## src/rtl/bias_relu_maxpool.sv

```systemverilog
// Bias add with saturation, ReLU and 2x2/2 max pooling over a raster conv stream.
// Emits one pooled sample per window, two cycles after its bottom-right pixel.
module bias_relu_maxpool #(
   parameter int INT_WIDTH  = 8,
   parameter int FRAC_WIDTH = 8,
   parameter int MAX_WIDTH  = 32
) (
   input  logic                            clk,
   input  logic                            reset,
   input  logic [7:0]                      conv_width,
   input  logic [INT_WIDTH+FRAC_WIDTH-1:0] bias,
   input  logic [INT_WIDTH+FRAC_WIDTH-1:0] pixel_in,
   input  logic                            pixel_valid,
   output logic [INT_WIDTH+FRAC_WIDTH-1:0] pool_out,
   output logic                            pool_valid,
   output logic                            frame_done,
   output logic                            busy,
   output logic                            cfg_err
);

   localparam int DW    = INT_WIDTH + FRAC_WIDTH;
   localparam int DEPTH = MAX_WIDTH / 2;
   localparam int AW    = (DEPTH > 1) ? $clog2(DEPTH) : 1;
   localparam logic [8:0]    MAXW    = 9'(MAX_WIDTH);
   localparam logic [DW-1:0] SAT_MAX = {1'b0, {(DW-1){1'b1}}};
   localparam logic [DW-1:0] SAT_MIN = {1'b1, {(DW-1){1'b0}}};

   typedef enum logic {S_IDLE, S_ACTIVE} state_t;

   state_t          r_state, w_state_nxt;
   logic [7:0]      r_width, r_col, r_row;
   logic [DW-1:0]   r_bias;
   logic            r_sup, r_cfg_err;

   logic            r_s1_valid, r_s1_rodd, r_s1_last, r_s1_sup;
   logic [AW:0]     r_s1_col;
   logic [DW-1:0]   r_s1_val;

   logic [DW-1:0]   r_h, r_pool_out;
   logic            r_pool_valid, r_frame_done;
   logic [DW-1:0]   r_lb [DEPTH];

   logic            w_start, w_illegal, w_zero, w_sup;
   logic [7:0]      w_wcfg, w_width, w_col, w_row;
   logic            w_last_col, w_last;
   logic [DW-1:0]   w_bias, w_sat, w_relu, w_pair, w_pool;
   logic [DW:0]     w_sum;
   logic [AW-1:0]   w_idx;

   function automatic logic [DW-1:0] f_max(input logic [DW-1:0] a,
                                           input logic [DW-1:0] b);
      return ($signed(a) > $signed(b)) ? a : b;
   endfunction

   // The first pixel of a frame uses the live config, later ones the latched copy.
   assign w_start   = pixel_valid && (r_state == S_IDLE);
   assign w_wcfg    = {conv_width[7:1], 1'b0};
   assign w_zero    = (w_wcfg == 8'd0);
   assign w_illegal = conv_width[0] || (conv_width < 8'd2) ||
                      ({1'b0, conv_width} > MAXW);
   assign w_width   = w_start ? (w_zero ? 8'd2 : w_wcfg) : r_width;
   assign w_bias    = w_start ? bias : r_bias;
   assign w_sup     = w_start ? w_zero : r_sup;
   assign w_col     = w_start ? 8'd0 : r_col;
   assign w_row     = w_start ? 8'd0 : r_row;

   assign w_last_col = (w_col == w_width - 8'd1);
   assign w_last     = w_last_col && (w_row == w_width - 8'd1);

   assign w_sum = {pixel_in[DW-1], pixel_in} + {w_bias[DW-1], w_bias};

   always_comb begin
      w_sat = w_sum[DW-1:0];
      if (w_sum[DW] != w_sum[DW-1])
         w_sat = w_sum[DW] ? SAT_MIN : SAT_MAX;
      w_relu = w_sat[DW-1] ? '0 : w_sat;
   end

   always_comb begin
      w_state_nxt = r_state;
      if (pixel_valid)
         w_state_nxt = w_last ? S_IDLE : S_ACTIVE;
   end

   always_ff @(posedge clk) begin
      if (reset) r_state <= S_IDLE;
      else       r_state <= w_state_nxt;
   end

   always_ff @(posedge clk) begin
      if (reset) begin
         r_width   <= 8'd2;
         r_bias    <= '0;
         r_sup     <= 1'b0;
         r_cfg_err <= 1'b0;
         r_col     <= '0;
         r_row     <= '0;
      end else if (pixel_valid) begin
         if (w_start) begin
            r_width <= w_width;
            r_bias  <= bias;
            r_sup   <= w_zero;
            if (w_illegal) r_cfg_err <= 1'b1;
         end
         r_col <= w_last_col ? 8'd0 : w_col + 8'd1;
         if (w_last_col)
            r_row <= (w_row == w_width - 8'd1) ? 8'd0 : w_row + 8'd1;
         else
            r_row <= w_row;
      end
   end

   always_ff @(posedge clk) begin
      if (reset) begin
         r_s1_valid <= 1'b0;
         r_s1_val   <= '0;
         r_s1_col   <= '0;
         r_s1_rodd  <= 1'b0;
         r_s1_last  <= 1'b0;
         r_s1_sup   <= 1'b0;
      end else begin
         r_s1_valid <= pixel_valid;
         if (pixel_valid) begin
            r_s1_val  <= w_relu;
            r_s1_col  <= w_col[AW:0];
            r_s1_rodd <= w_row[0];
            r_s1_last <= w_last;
            r_s1_sup  <= w_sup;
         end
      end
   end

   assign w_idx  = r_s1_col[AW:1];
   assign w_pair = f_max(r_h, r_s1_val);
   assign w_pool = f_max(w_pair, r_lb[w_idx]);

   always_ff @(posedge clk) begin
      if (r_s1_valid && !r_s1_rodd && r_s1_col[0])
         r_lb[w_idx] <= w_pair;
   end

   always_ff @(posedge clk) begin
      if (reset) begin
         r_h          <= '0;
         r_pool_out   <= '0;
         r_pool_valid <= 1'b0;
         r_frame_done <= 1'b0;
      end else begin
         r_pool_valid <= 1'b0;
         r_frame_done <= 1'b0;
         if (r_s1_valid) begin
            case ({r_s1_rodd, r_s1_col[0]})
               2'b00, 2'b10: r_h <= r_s1_val;
               2'b11: begin
                  if (!r_s1_sup) begin
                     r_pool_out   <= w_pool;
                     r_pool_valid <= 1'b1;
                     r_frame_done <= r_s1_last;
                  end
               end
               default: ;
            endcase
         end
      end
   end

   assign pool_out   = r_pool_out;
   assign pool_valid = r_pool_valid;
   assign frame_done = r_frame_done;
   assign busy       = (r_state == S_ACTIVE);
   assign cfg_err    = r_cfg_err;

endmodule

```

## config.mk

```make
export PLATFORM = sky130hd
export DESIGN_NAME = bias_relu_maxpool
export DESIGN_NICKNAME = d
export VERILOG_FILES = /design/src/rtl/bias_relu_maxpool.sv
export SDC_FILE = /design/constraint.sdc
export NUM_CORES = 1
export LEC_CHECK = 0
export BUFFER_PORTS_ARGS = -buffer_cell sky130_fd_sc_hd__buf_2
export CAP_MARGIN = 10
export CORE_MARGIN = 1.5
export CORE_UTILIZATION = 35
export DETAILED_ROUTE_END_ITERATION = 16
export PLACE_DENSITY = 0.49
export RECOVER_POWER = 25
export SYNTH_ARGS = -nofsm -noshare
export SYNTH_HDL_FRONTEND = slang
export SYNTH_SLANG_ARGS = --single-unit
export TNS_END_PERCENT = 100
```

## constraint.sdc

```tcl
create_clock -name clk -period 5.52 [get_ports clk]
set_input_delay 1.104 -clock clk [delete_from_list [all_inputs] [get_ports clk]]
set_output_delay 1.104 -clock clk [all_outputs]
set_load 0.01 [all_outputs]
```

-- After elaboration in Yosys (flattened, before gate mapping)
Memories as Yosys holds them, arrays and structs flattened. A register that Yosys moved wholly into a read port is not among the register bits.
Cells that the tools add are included.
- reduce and logical (&&, ||, !) cells: 16
- $add $sub $neg: 4
- $lt $le $gt $ge: 4
- bitwise operators: 4
- equality and inequality tests: 5
- muxes and demuxes: 20
- operators by type and width (kind ; number):
    $mux 16 ; 5
    $mux 8 ; 7
    $gt 16x16->1 ; 2
    $add 16x16->17 ; 1
    $add 8x1->8 const B ; 2
    $eq 8x8->1 ; 2
    $mux 15 ; 1
    $gt 8x6->1 const B ; 1
    $logic_not 8->1 ; 1
    $lt 8x2->1 const B ; 1
    $mux 4 ; 2
    $sub 8x1->8 const B ; 1
    $reduce_and 3->1 ; 2
    $mux 1 ; 5
    $eq 2x2->1 const B ; 2
    $logic_and 1x1->1 ; 4
    $not 1->1 ; 4
    $reduce_and 2->1 ; 2
    $reduce_or 4->1 ; 1
    $reduce_or 3->1 ; 1
    $logic_not 2->1 ; 1
    $logic_or 1x1->1 ; 2
    $reduce_or 2->1 ; 1
    $logic_not 1->1 ; 1
    $ne 1x1->1 ; 1
- output and inout port bits: 20
- memories kept: 1
- RAM bits: 256
- register bits after elaboration: 101
- memory list (name ; words ; width ; rd ports ; clocked after memory_dff ; wr ports ; line ; RTL):
    r_lb ; 16 ; 16 ; 1 ; 1 ; 1 ; 41 ; logic [DW-1:0] r_lb [DEPTH];

-- Longest topological paths before layout
Gate-level depths: netlist of the first run.
- depth in word-level cells: 7
- depth in mapped cells: 22
- mapped depth without buffers: 19

-- Worst setup path after synthesis of the first run
Ideal clock, no wire load.
- path kind: input -> register
- start point: input pixel_valid
- end point: register r_s1_val[10]
- buffers on the path: 5
- stages: 18
- path slack: 0.365 ns
- data required time: 5.392 ns
- arrival time: 5.026 ns
- path through: nand2b_1 -> clkbuf_1 -> clkbuf_1 -> clkbuf_1 -> clkbuf_1 -> nand2_1 -> nand2_1 -> ha_1 -> a21o_1 -> a21oi_1 -> o211ai_1 -> a31oi_1 -> o21bai_1 -> a2111oi_0 -> nor4_1 -> o31ai_1 -> buf_2 -> o22ai_1
- word-level cells in the longest chain between the ends: 6
- elaborated cells on any way between the ends: 7
- classes of those cells: add/sub (1); eq/ne (1); mux (4); reduce/logical (1)
- ends and longest elaborated chain (item ; line ; RTL):
    start, declared ; 13 ; input logic pixel_valid,
    $logic_and 1x1->1 (*) ; 56 ; assign w_start = pixel_valid && (r_state == S_IDLE);
    $mux 16 (*) ; -- ;
    named net w_bias[2] ; 46 ; logic [DW-1:0] w_bias, w_sat, w_relu, w_pair, w_pool;
    $add 16x16->17 (*) ; 70 ; assign w_sum = {pixel_in[DW-1], pixel_in} + {w_bias[DW-1], w_bias};
    $mux 16 or $ne 1x1->1 (tied branches) ; 75, 74 ;
    $mux 16 (*) ; 74 ; if (w_sum[DW] != w_sum[DW-1])
    $mux 15 (*) ; 76 ; w_relu = w_sat[DW-1] ? '0 : w_sat;
    end signal, assigned ; 124 ; r_s1_val <= w_relu;
    end, declared ; 37 ; logic [DW-1:0] r_s1_val;
Mark *: on every way through the listed nets, which the timed path passes. The rest lies on a longest branch.
A chain may end at the register's enable or synchronous reset.

-- Final worst setup path of the first run
- start point: register r_s1_val[14]
- end point: register r_pool_out[9], in the netlist pool_out[9]
- word-level cells in the longest chain between the ends: 4
- ends and longest elaborated chain (item ; line ; RTL):
    $gt 16x16->1 (*) ; 52 ; return ($signed(a) > $signed(b)) ? a : b;
    $mux 16 (*) ; 52 ;
    named net w_pair[9] ; 46 ;
    $gt 16x16->1 ; 52 ;
    $mux 16 (*) ; 52 ;
    end signal, assigned ; 156 ; r_pool_out <= w_pool;
    end, declared ; 39 ; logic [DW-1:0] r_h, r_pool_out;
Marks and branches as above.

==> out/summary.md, run 1 <==
Finish
* **share of post-route cells with drive strength above 1** 21.3%
* **Filler Cell Count** 4076
* **post-layout utilization of the core** 41.3%
* **antenna diode count** 0
* **area added between synthesis and finish** 15.9%
* **Final Cell Area** 0.0178 mm²
* **Layout Nets** 1349

Clock tree
* **maximum number of buffers from clock root to sink** 3
* **hold buffer count at CTS** 0
* **Num CTS Buffers** 40
* **clock slew at the register clock pins of the worst setup and hold paths** 0.06 ns
* **H-tree Lvls** 2
* **number of cells upsized or downsized after cts** 0
* **Num Clock Sinks** 342
* **Clock Latency Late Sink** 0.55 ns
* **library cell used as clock root buffer** sky130_fd_sc_hd__clkbuf_16
* **clock tree from TritonCTS** built
* **number of setup buffers added after CTS** 0

Floorplanning
* **Total Die Area** 0.0452 mm²
* **floorplan core area** 0.0432 mm²
* **number of ports placed on the die boundary** 63
* **initial core utilization** 35.6%
* **Core Rows** 76
* **die width** 213 µm
* **Die Y-Extent** 213 µm

Synth
* **most frequent cell after synthesis** sky130_fd_sc_hd__edfxtp_1
* **number of enable-type register cells in the synthesized netlist** 240
* **total nets after synthesis** 1255
* **largest cells by area after synthesis** sky130_fd_sc_hd__edfxtp_1 47%, sky130_fd_sc_hd__dfxtp_1 13%, sky130_fd_sc_hd__mux4_2 11%
* **Main synth FF type** sky130_fd_sc_hd__edfxtp_1
* **post-synthesis instance area** 0.0154 mm²
* **Yosys reg bits** 342
* **cell accounting for the most synthesized area** sky130_fd_sc_hd__edfxtp_1
* **syn_area_per_cell** 13.2 µm²
* **Yosys Warn Count** 0
* **top post-synthesis cells by count** 240 x sky130_fd_sc_hd__edfxtp_1, 155 x sky130_fd_sc_hd__nand2_1, 102 x sky130_fd_sc_hd__dfxtp_1
* **area share of the largest cell type after synthesis** 46.9%
* **share of the yosys chip area belonging to registers** 60.1%
* **count of mapped cells out of synthesis** 1163
* **ys async rst share** 0%
* **Yosys cell types** 77

Setup path
* **critical path arrival** 5.09 ns
* **worst endpoint required time** 5.78 ns
* **maximum fanout along the worst path** 15
* **Setup crit end kind** register
* **worst-case reg-to-reg path depth** 19
* **internal reg-to-reg setup slack** 0.68 ns
* **start-to-end type of the worst setup path** reg -> reg
* **type of origin of the critical path** register

Routing
* **DRT iter0 DRCs** 758
* **final routed wirelength across all metal layers** 37.9 mm
* **# DRC** 0
* **detailed-route vias per instance** 5.17
* **wire per inst** 20.3 µm
* **Initial DRT Pass Iterations** 4
* **via total after detailed routing** 9667
* **Final ANT Viol Nets** 0

Job
* **count of max-cap constraint violations** 3

Timing
* **worst max-slew margin expressed relative to the limit** -137%
* **Worst Hold Margin** 0.441 ns
* **Worst Setup Slack, final** 0.683 ns
* **final number of hold-violating endpoints** 0
* **post-layout minimum cycle time** 4.84 ns
* **slew at the pin with the worst max-slew slack** 3.56 ns
* **Max Freq** 207 MHz
* **RSZ-0062 raised after global routing** false
* **number of endpoints failing setup at the final stage** 0
* **Final TNS setup** 0 ns
* **share of the clock period used by the worst path** 87.6%
* **Pins Over Slew Limit** 101
* **Max Clock Skew** 0.0186 ns

Place
* **Placed Instance Area** 0.0166 mm²
* **GPL Wtd Cong** 0.784
* **worst setup slack before clock tree synthesis** 0.530 ns
* **Port Buffer Count** 61
* **placed wire-length estimate after detailed placement** 24.6 mm

GRT
* **Total Routing Usage GR** 17.5%
* **total congestion overflow** 0
* **via count of the first global-routing pass** 9735
* **largest net degree at the start of global routing** 69
* **initial antenna violation count** 0
* **first-pass GRT wire length** 59.3 mm

Power and ir drop
* **Pwr per Cell Area** 338 mW/mm²
* **highest ir drop seen on vdd** 200 µV
* **leakage power** 6.24 nW

Status
* **result of the run** finished with violations
* **violations in the final reports** capacitance limit, slew limit

Hold path
* **Worst Hold Class** reg -> reg
* **hold path depth** 2

## layout by cell type (no fill, tap or decap), drive strengths merged, types with 10 or more instances in the layout
| cell | count |
|---|---|
| nand4 | 13 |
| a21oi | 67 |
| mux2i | 17 |
| o21ai | 35 |
| nand2 | 156 |
| nand3 | 28 |
| clkinv | 13 |
| nor2 | 66 |
| buf | 99 |
| dfxtp | 102 |
| xor2 | 10 |
| xnor2 | 17 |
| nand2b | 12 |
| edfxtp | 240 |
| o22ai | 16 |
| a21o | 10 |
| clkbuf | 58 |
| a211oi | 14 |
| nor3 | 16 |
| mux4 | 75 |
| inv | 43 |
| ha | 48 |
## metrics by stage
stage               total power (W)  instances
floorplan                   0.00336       1163
global placement            0.00357       1800
detailed placement          0.00358       1800
CTS                         0.00609       1871
global route                0.00627       1871
finish                      0.00602       1871
## per-layer routing
metal	wire [µm]	global-route usage [%]
met1	17800	24.8
met2	17500	27.8
met3	1880	2.79
met4	748	5.09
met5	0	0
## sequential cells by signal (all words and copies together), names as in the netlist, 8 cells and up, named ones only
signal    flops
r_h          15
r_bias       16
r_width       8
r_col         8
pool_out     15
r_s1_val     15
r_lb        240
r_row         8
## final cells by class
cell class	instances	area (µm²)	share of cell area [%]
inverters	41	154	0.864
well taps	585	732	4.11
repair buffers	107	646	3.62
flip-flops and latches	342	9250	51.9
clock buffers	50	1100	6.16
multi-input cells	725	5800	32.5
clock inverters	21	138	0.772
## worst max-delay path, cell delays in order, from the launching register on
cell	delay [ns]
sky130_fd_sc_hd__dfxtp_1	0.32
sky130_fd_sc_hd__inv_1	0.08
sky130_fd_sc_hd__ha_1	0.36
sky130_fd_sc_hd__a21oi_1	0.18
sky130_fd_sc_hd__nand3_1	0.12
sky130_fd_sc_hd__or2_2	0.32
sky130_fd_sc_hd__o21a_1	0.36
sky130_fd_sc_hd__nand2_1	0.14
sky130_fd_sc_hd__o21ai_1	0.17
sky130_fd_sc_hd__ha_1	0.36
sky130_fd_sc_hd__a21o_1	0.10
sky130_fd_sc_hd__a21o_1	0.10
sky130_fd_sc_hd__a21o_1	0.10
sky130_fd_sc_hd__a21oi_1	0.06
sky130_fd_sc_hd__o21ai_0	0.38
sky130_fd_sc_hd__a211oi_1	0.16
sky130_fd_sc_hd__a211oi_4	0.62
sky130_fd_sc_hd__buf_4	0.27
sky130_fd_sc_hd__mux2i_1	0.24
sky130_fd_sc_hd__a211oi_1	0.10
## worst paths after layout
check | endpoint | startpoint
max reg2reg | pool_out[9] | r_s1_val[14]
max | pool_out[9] | r_s1_val[14]
min | r_h[2] | r_s1_val[2]
min reg2reg | r_h[2] | r_s1_val[2]
## cells by family after synthesis
kind of cell / after synthesis / share of synthesized area (%)
AND/OR/NAND/NOR: 356 / 11.0
adder cells (fa/ha/maj): 49 / 4.04
flip-flops: 342 / 60.1
buffers and inverters: 96 / 2.48
multiplexers: 96 / 12.4
AO/OA/AOI/OAI: 194 / 8.11
other: 1 / 0.0244
XOR/XNOR: 29 / 1.83
## where the power goes
part / leakage (nW) / total (W) / internal, W / switching (W)
clock: 0.597 / 0.00250 / 0.00142 / 0.00108
combinational: 2.60 / 0.000641 / 0.000232 / 0.000409
sequential: 3.04 / 0.00288 / 0.00286 / 0.0000234
total: 6.24 / 0.00602 / 0.00451 / 0.00151
Power figures use the tool's default switching activity.
==> run 2: changes to the inputs <==
--- a/config.mk
+++ b/config.mk
@@ -5,6 +5,7 @@
 export SDC_FILE = /design/constraint.sdc
 export NUM_CORES = 1
 export LEC_CHECK = 0
+export ABC_AREA = 1
 export BUFFER_PORTS_ARGS = -buffer_cell sky130_fd_sc_hd__buf_2
 export CAP_MARGIN = 10
 export CORE_MARGIN = 1.5
==> run 2 against run 1 <==
Net effect:
- critical endpoint is now pool_out[2]
- die area grew 1.6%
- non-clock buffer count shrank 12
- highest routed layer unchanged
- combinational power grew 61%
- sequential cell count is the same
- via count grew 18%
- worst hold slack gained 0.016 ns
- first-iteration DRC count shrank 4.0%
- global-route usage grew 0.77 points
- the flow still finishes with violations (capacitance limit, slew limit)
- largest cell class unchanged
- critical path depth grew 1
- clock skew shrank 0.0057 ns
- critical path type unchanged
==> out/summary.md, run 2 <==
Clock tree
* **H-tree Lvls** 2, unchanged
* **Num Clock Sinks** 342, unchanged
* **hold buffer count at CTS** 0, unchanged
* **number of cells upsized or downsized after cts** 0, unchanged
* **number of setup buffers added after CTS** 0, unchanged
* **maximum number of buffers from clock root to sink** 3, unchanged
* **Clock Latency Late Sink** 0.54 ns, about the same
* **library cell used as clock root buffer** sky130_fd_sc_hd__clkbuf_16
* **clock slew at the register clock pins of the worst setup and hold paths** 0.06 ns, about the same
* **clock tree from TritonCTS** built
* **Num CTS Buffers** 39, -2.5%

Setup path
* **critical-path cell with the highest stage delay** sky130_fd_sc_hd__o21ai_0
* **cell with the most instances on the worst path** sky130_fd_sc_hd__nand2_1
* **type of origin of the critical path** register
* **worst-case reg-to-reg path depth** 20, +1
* **Setup crit end kind** register
* **worst endpoint required time** 5.96 ns, +0.18 ns
* **Critical Path, Cell by Cell** inv_1, ha_1, nand2_1, nor2_1, inv_1, nor2_1, nand2_1, nand2_1, nand2_1, o21ai_0, inv_1, ha_1, nand4_1, nor3_1, nand2_1, nand2_1, nand2_1, nand2_1, nand3_1, a21oi_1
* **maximum fanout along the worst path** 17, +2
* **start-to-end type of the worst setup path** reg -> reg
* **largest stage delay on the critical path** 0.55 ns, -0.07 ns
* **critical path arrival** 5.21 ns, +0.12 ns

Timing
* **Worst Hold Margin** 0.457 ns, +0.0157 ns
* **RSZ-0062 raised after global routing** false
* **final number of hold-violating endpoints** 0, unchanged
* **Max Freq** 209 MHz, +1.3%
* **Max Clock Skew** 0.0129 ns, -0.00574 ns
* **share of the clock period used by the worst path** 86.5%, -1.1 points
* **slew at the pin with the worst max-slew slack** 1.73 ns, -1.83 ns
* **worst max-slew margin expressed relative to the limit** -15.2%, +120 points
* **post-layout minimum cycle time** 4.77 ns, -0.0629 ns
* **Pins Over Slew Limit** 35, -65%
* **number of endpoints failing setup at the final stage** 0, unchanged
* **Final TNS setup** 0 ns, unchanged

Synth
* **total nets after synthesis** 1699, +35%
* **ys async rst share** 0%, unchanged
* **share of the yosys chip area belonging to registers** 59.2%, -0.97 points
* **Yosys reg bits** 342, unchanged
* **Main synth FF type** sky130_fd_sc_hd__edfxtp_1
* **largest cells by area after synthesis** sky130_fd_sc_hd__edfxtp_1 46%, sky130_fd_sc_hd__dfxtp_1 13%, sky130_fd_sc_hd__o21ai_0 6.1%
* **syn_area_per_cell** 9.73 µm², -26%
* **post-synthesis instance area** 0.0156 mm², +1.6%
* **Yosys Warn Count** 0, unchanged
* **most frequent cell after synthesis** sky130_fd_sc_hd__nand2_1
* **number of enable-type register cells in the synthesized netlist** 240, unchanged
* **count of mapped cells out of synthesis** 1607, +38%
* **cell accounting for the most synthesized area** sky130_fd_sc_hd__edfxtp_1
* **top post-synthesis cells by count** 245 x sky130_fd_sc_hd__nand2_1, 240 x sky130_fd_sc_hd__edfxtp_1, 211 x sky130_fd_sc_hd__nor2_1
* **area share of the largest cell type after synthesis** 46.1%, -0.75 points
* **Yosys cell types** 49, -36%

Job
* **count of max-cap constraint violations** 1, -2

Finish
* **leading cell type in the layout, fill and taps excluded** sky130_fd_sc_hd__nand2_1
* **antenna diode count** 0, unchanged
* **Layout Nets** 1757, +30%
* **leading cell types in the layout, fill and taps excluded** 245 x sky130_fd_sc_hd__nand2_1, 240 x sky130_fd_sc_hd__edfxtp_1, 197 x sky130_fd_sc_hd__nor2_1, 182 x sky130_fd_sc_hd__o21ai_0, 148 x sky130_fd_sc_hd__inv_1
* **area added between synthesis and finish** 14.4%
* **non-filler instance count after layout** 2286, +22%
* **top flop regs** r_lb: 240 flops, r_bias: 16 flops
* **share of post-route cells with drive strength above 1** 10.9%, -10 points
* **number of flip-flops under the largest register name** 240, unchanged
* **post-layout utilization of the core** 40.5%, -0.74 points
* **Final Cell Area** 0.0179 mm², +0.37%
* **largest reg by FF count** r_lb

Routing
* **DRT iter0 DRCs** 728, -4.0%
* **final routed wirelength across all metal layers** 41.7 mm, +10%
* **via total after detailed routing** 11400, +18%
* **wire per inst** 18.3 µm, -10%
* **Final ANT Viol Nets** 0, unchanged
* **detailed-route vias per instance** 5.00, -3.3%
* **Initial DRT Pass Iterations** 5, +1
* **# DRC** 0, unchanged

GRT
* **first-pass GRT wire length** 65.5 mm, +11%
* **Total Routing Usage GR** 18.3%, +0.77 points
* **initial antenna violation count** 0, unchanged
* **via count of the first global-routing pass** 11300, +16%
* **largest net degree at the start of global routing** 83, +20%
* **total congestion overflow** 0, unchanged

Place
* **number of cells in the design after placement** 2216, +23%
* **placed wire-length estimate after detailed placement** 26.1 mm, +6.4%
* **Placed Instance Area** 0.0167 mm², +0.32%
* **Port Buffer Count** 61, unchanged
* **GPL Wtd Cong** 0.809, +3.3%

Floorplanning
* **die width** 214 µm, +0.80%
* **floorplan core area** 0.0441 mm², +2.2%
* **Core Rows** 77, +1.3%
* **Die Y-Extent** 214 µm, +0.80%
* **Total Die Area** 0.0459 mm², +1.6%
* **initial core utilization** 35.4%, -0.20 points
* **number of ports placed on the die boundary** 63, unchanged

Power and ir drop
* **leakage power** 6.71 nW, +7.6%
* **Pwr per Cell Area** 369 mW/mm², +9.3%
* **highest ir drop seen on vdd** 232 µV, +16%

Status
* **result of the run** finished with violations
* **violations in the final reports** capacitance limit, slew limit

Hold path
* **hold path depth** 2, unchanged
* **Worst Hold Class** reg -> reg

[run 2: cell type report]
class                      instances  area [µm²]
tap                              592         741
sequential                       342        9260
timing repair buffer              95         515
clock inverter                    21         185
clock buffer                      49        1080
fill                            4458       26200
multi-input combinational       1032        5530
inverter                         155         583
[run 2: per-stage QoR]
| step | setup slack [ns] | power [W] |
|---|---|---|
| 6_report | 0.746 | 0.00660 |
| 5_1_grt | 0.202 | 0.00692 |
| 4_1_cts | 0.850 | 0.00667 |
| 3_5_place_dp | 0.613 | 0.00409 |
| 3_3_place_gp | 0.653 | 0.00408 |
| 2_1_floorplan | 1.23 | 0.00376 |
[run 2: per-layer routing]
layer / track usage [%] / part of all wire [%]
met3: 2.98 / 4.4
met1: 25.0 / 47
met5: 0 / 0
met4: 4.67 / 2.0
met2: 30.2 / 46
[run 2: final timing paths]
path / slack (ns) / end / startpoint
max: 0.75 / pool_out[2] / r_s1_val[14]
min: 0.46 / r_row[2] / r_row[2]
max reg2reg: 0.75 / pool_out[2] / r_s1_val[14]
min reg2reg: 0.46 / r_row[2] / r_row[2]
[run 2: critical path, delay by kind of cell, from the launching register on]
family,cells,cell delay (ns)
and+or+nand+nor,13,2.38
adders and majority gates,2,0.74
AOI/OAI and AO/OA,2,0.74
buffers and inverters,3,0.52
DFF,1,0.30
[run 2: kinds of logic after synthesis]
family	after synthesis	share of synthesized area [%]
buf+inv	233	5.71
simple gates	596	16.2
other cells	1	0.0240
flops	342	59.2
xor+xnor	31	1.79
mux	1	0.0640
compound gates	354	13.1
fa+ha+maj	49	3.97
[run 2: where the power goes]
part	switching (W)	internal (W)	total, W
registers	0.0000212	0.00299	0.00301
logic	0.000740	0.000295	0.00103
clock network	0.00104	0.00152	0.00256
total	0.00180	0.00480	0.00660
==> run 3: changes to the inputs <==
--- a/config.mk
+++ b/config.mk
@@ -11,7 +11,7 @@
 export CORE_MARGIN = 1.5
 export CORE_UTILIZATION = 35
 export DETAILED_ROUTE_END_ITERATION = 16
-export PLACE_DENSITY = 0.49
+export PLACE_DENSITY_LB_ADDON = 0.25
 export RECOVER_POWER = 25
 export SYNTH_ARGS = -nofsm -noshare
 export SYNTH_HDL_FRONTEND = slang
==> run 3 against run 2 <==
Net effect:
- the flow now finishes without violations
- sequential power barely moved
- sequential share of layout area shrank 0.13 points
- routed wire length shrank 2.5%
- sequential cell count stayed put
- final cell count grew 0.26%
- total power barely moved
- clock power about the same
- critical path depth unchanged
==> out/summary.md, run 3 (synthesized netlist as in run 2, its figures left out) <==
Finish
* **total area of sequential cells** 0.00925 mm², about the same
* **largest reg by FF count** r_lb
* **area added between synthesis and finish** 14.7%
* **number of flip-flops under the largest register name** 240, unchanged
* **top flop regs** r_lb: 240 flops, r_bias: 16 flops
* **leading cell types in the layout, fill and taps excluded** 246 x sky130_fd_sc_hd__nand2_1, 240 x sky130_fd_sc_hd__edfxtp_1, 203 x sky130_fd_sc_hd__nor2_1, 183 x sky130_fd_sc_hd__o21ai_0, 150 x sky130_fd_sc_hd__inv_1
* **multi-input gate area in the final layout** 0.00550 mm², -0.59%
* **antenna diode count** 0, unchanged
* **Layout Nets** 1761, +0.23%
* **share of post-route cells with drive strength above 1** 11.6%, +0.73 points
* **non-filler instance count after layout** 2292, +0.26%
* **leading cell type in the layout, fill and taps excluded** sky130_fd_sc_hd__nand2_1
* **Filler Cell Count** 4407, -1.1%

Clock tree
* **number of cells upsized or downsized after cts** 0, unchanged
* **Clock Latency Late Sink** 0.56 ns, +0.02 ns
* **library cell used as clock root buffer** sky130_fd_sc_hd__clkbuf_16
* **clock tree from TritonCTS** built
* **Num CTS Buffers** 39, unchanged
* **hold buffer count at CTS** 0, unchanged
* **H-tree Lvls** 2, unchanged
* **number of setup buffers added after CTS** 0, unchanged
* **Num Clock Sinks** 342, unchanged
* **clock slew at the register clock pins of the worst setup and hold paths** 0.06 ns, about the same
* **maximum number of buffers from clock root to sink** 3, unchanged

Setup path
* **maximum fanout along the worst path** 30, +13
* **worst endpoint required time** 5.93 ns, -0.03 ns
* **crit path launch** r_s1_val[14]
* **critical path arrival** 5.44 ns, +0.23 ns
* **internal reg-to-reg setup slack** 0.50 ns, -0.25 ns
* **start-to-end type of the worst setup path** reg -> reg
* **worst r2r dst** pool_out[1]
* **Setup crit end kind** register
* **critical path endpoint** pool_out[1]
* **worst-case reg-to-reg path depth** 20, unchanged
* **beginning of the worst register-to-register path** r_s1_val[14]
* **type of origin of the critical path** register

Routing
* **via total after detailed routing** 11500, +0.86%
* **wire per inst** 17.7 µm, -2.8%
* **# DRC** 0, unchanged
* **Initial DRT Pass Iterations** 5, unchanged
* **final routed wirelength across all metal layers** 40.7 mm, -2.5%
* **detailed-route vias per instance** 5.03, +0.59%
* **Final ANT Viol Nets** 0, unchanged
* **DRT iter0 DRCs** 721, -0.96%

Timing
* **Pins Over Slew Limit** 0, -100%
* **post-layout minimum cycle time** 5.02 ns, +0.251 ns
* **slew at the pin with the worst max-slew slack** 1.48 ns, -0.251 ns
* **Max Freq** 199 MHz, -5.0%
* **worst max-slew margin expressed relative to the limit** 1.57%, +17 points
* **RSZ-0062 raised after global routing** false
* **final number of hold-violating endpoints** 0, unchanged
* **share of the clock period used by the worst path** 91.0%, +4.5 points
* **Max Clock Skew** 0.0280 ns, +0.0152 ns
* **Final TNS setup** 0 ns, unchanged
* **number of endpoints failing setup at the final stage** 0, unchanged

Floorplanning
* **die width** 214 µm, unchanged
* **Total Die Area** 0.0459 mm², unchanged
* **Core Rows** 77, unchanged
* **number of ports placed on the die boundary** 63, unchanged
* **initial core utilization** 35.4%, unchanged
* **floorplan core area** 0.0441 mm², unchanged
* **Die Y-Extent** 214 µm, unchanged

Place
* **Port Buffer Count** 61, unchanged
* **number of cells in the design after placement** 2220, +0.18%
* **GPL Wtd Cong** 0.852, +5.2%
* **placed wire-length estimate after detailed placement** 25.2 mm, -3.6%

Hold path
* **Worst Hold Class** reg -> reg

Power and ir drop
* **leakage power** 6.81 nW, +1.5%
* **Pwr per Cell Area** 368 mW/mm², -0.25%
* **highest ir drop seen on vdd** 264 µV, +14%

Job
* **count of max-cap constraint violations** 0, -1

Status
* **result of the run** completed

GRT
* **total congestion overflow** 0, unchanged
* **Total Routing Usage GR** 17.6%, -0.65 points
* **first-pass GRT wire length** 63.5 mm, -3.1%
* **via count of the first global-routing pass** 11100, -1.6%
* **initial antenna violation count** 0, unchanged
* **largest net degree at the start of global routing** 74, -11%

## run 3: how the worst min path moves through the flow
stage	startpoint	slack [ns]	end	depth (start not counted)
detailed placement	r_row[2]	0.45	r_row[2]	2
CTS	r_col[1]	0.46	r_col[1]	2
finish	r_row[2]	0.46	r_row[2]	2
floorplan	r_row[4]	0.43	r_row[4]	2
global route	r_row[4]	0.47	r_row[4]	2
global placement	r_col[1]	0.44	r_col[1]	2
## run 3: routing by layer
metal  GRT usage [%]  share of wire [%]  up-vias  wire [µm]
li1                -                  -     5683          -
met3            3.12                5.4       64       2210
met4            5.38                2.1        0        858
met5               0                  0        -          0
met2            28.8                 47      283      19000
met1            23.8                 46     5491      18600
## run 3: stage by stage
step | cell area (µm²) | setup WS (ns) | total power, W | util, % | hold WS (ns)
5_1_grt | 17900 | 0.0187 | 0.00690 | 40.6 | 0.474
3_5_place_dp | 16700 | 0.618 | 0.00407 | 37.9 | 0.450
4_1_cts | 18000 | 0.588 | 0.00666 | 40.8 | 0.459
3_3_place_gp | 16700 | 0.695 | 0.00405 | 37.9 | 0.444
6_report | 17900 | 0.495 | 0.00660 | 40.6 | 0.458
2_1_floorplan | 15600 | 1.23 | 0.00376 | - | 0.426
## run 3: area by class of cell
type | instances | area share, %
Inverter | 155 | 3.25
Timing Repair Buffer | 99 | 3.18
Multi-Input combinational cell | 1032 | 30.7
Sequential cell | 342 | 51.6
Clock inverter | 25 | 1.32
Tap cell | 592 | 4.13
Clock buffer | 47 | 5.83
## run 3: where the power goes
| group | total, W | internal [W] | switching (W) |
|---|---|---|---|
| combinational | 0.00101 | 0.000291 | 0.000718 |
| clock | 0.00259 | 0.00151 | 0.00108 |
| sequential | 0.00300 | 0.00299 | 0.0000182 |
## run 3: worst max-delay path: stages (launching register included)
cell	delay, ns
sky130_fd_sc_hd__dfxtp_1	0.31
sky130_fd_sc_hd__inv_1	0.07
sky130_fd_sc_hd__ha_1	0.30
sky130_fd_sc_hd__nand2_1	0.07
sky130_fd_sc_hd__nor2_1	0.15
sky130_fd_sc_hd__inv_1	0.06
sky130_fd_sc_hd__nor2_1	0.11
sky130_fd_sc_hd__nand2_1	0.06
sky130_fd_sc_hd__nand2_1	0.10
sky130_fd_sc_hd__nand2_1	0.53
sky130_fd_sc_hd__o21ai_0	0.66
sky130_fd_sc_hd__inv_1	0.41
sky130_fd_sc_hd__ha_1	0.45
sky130_fd_sc_hd__a21oi_1	0.16
sky130_fd_sc_hd__o21ai_0	0.10
sky130_fd_sc_hd__a21oi_1	0.13
sky130_fd_sc_hd__nand2_1	0.36
sky130_fd_sc_hd__nand2_1	0.54
sky130_fd_sc_hd__nand2_1	0.12
sky130_fd_sc_hd__nand3_1	0.11
sky130_fd_sc_hd__a21oi_1	0.07
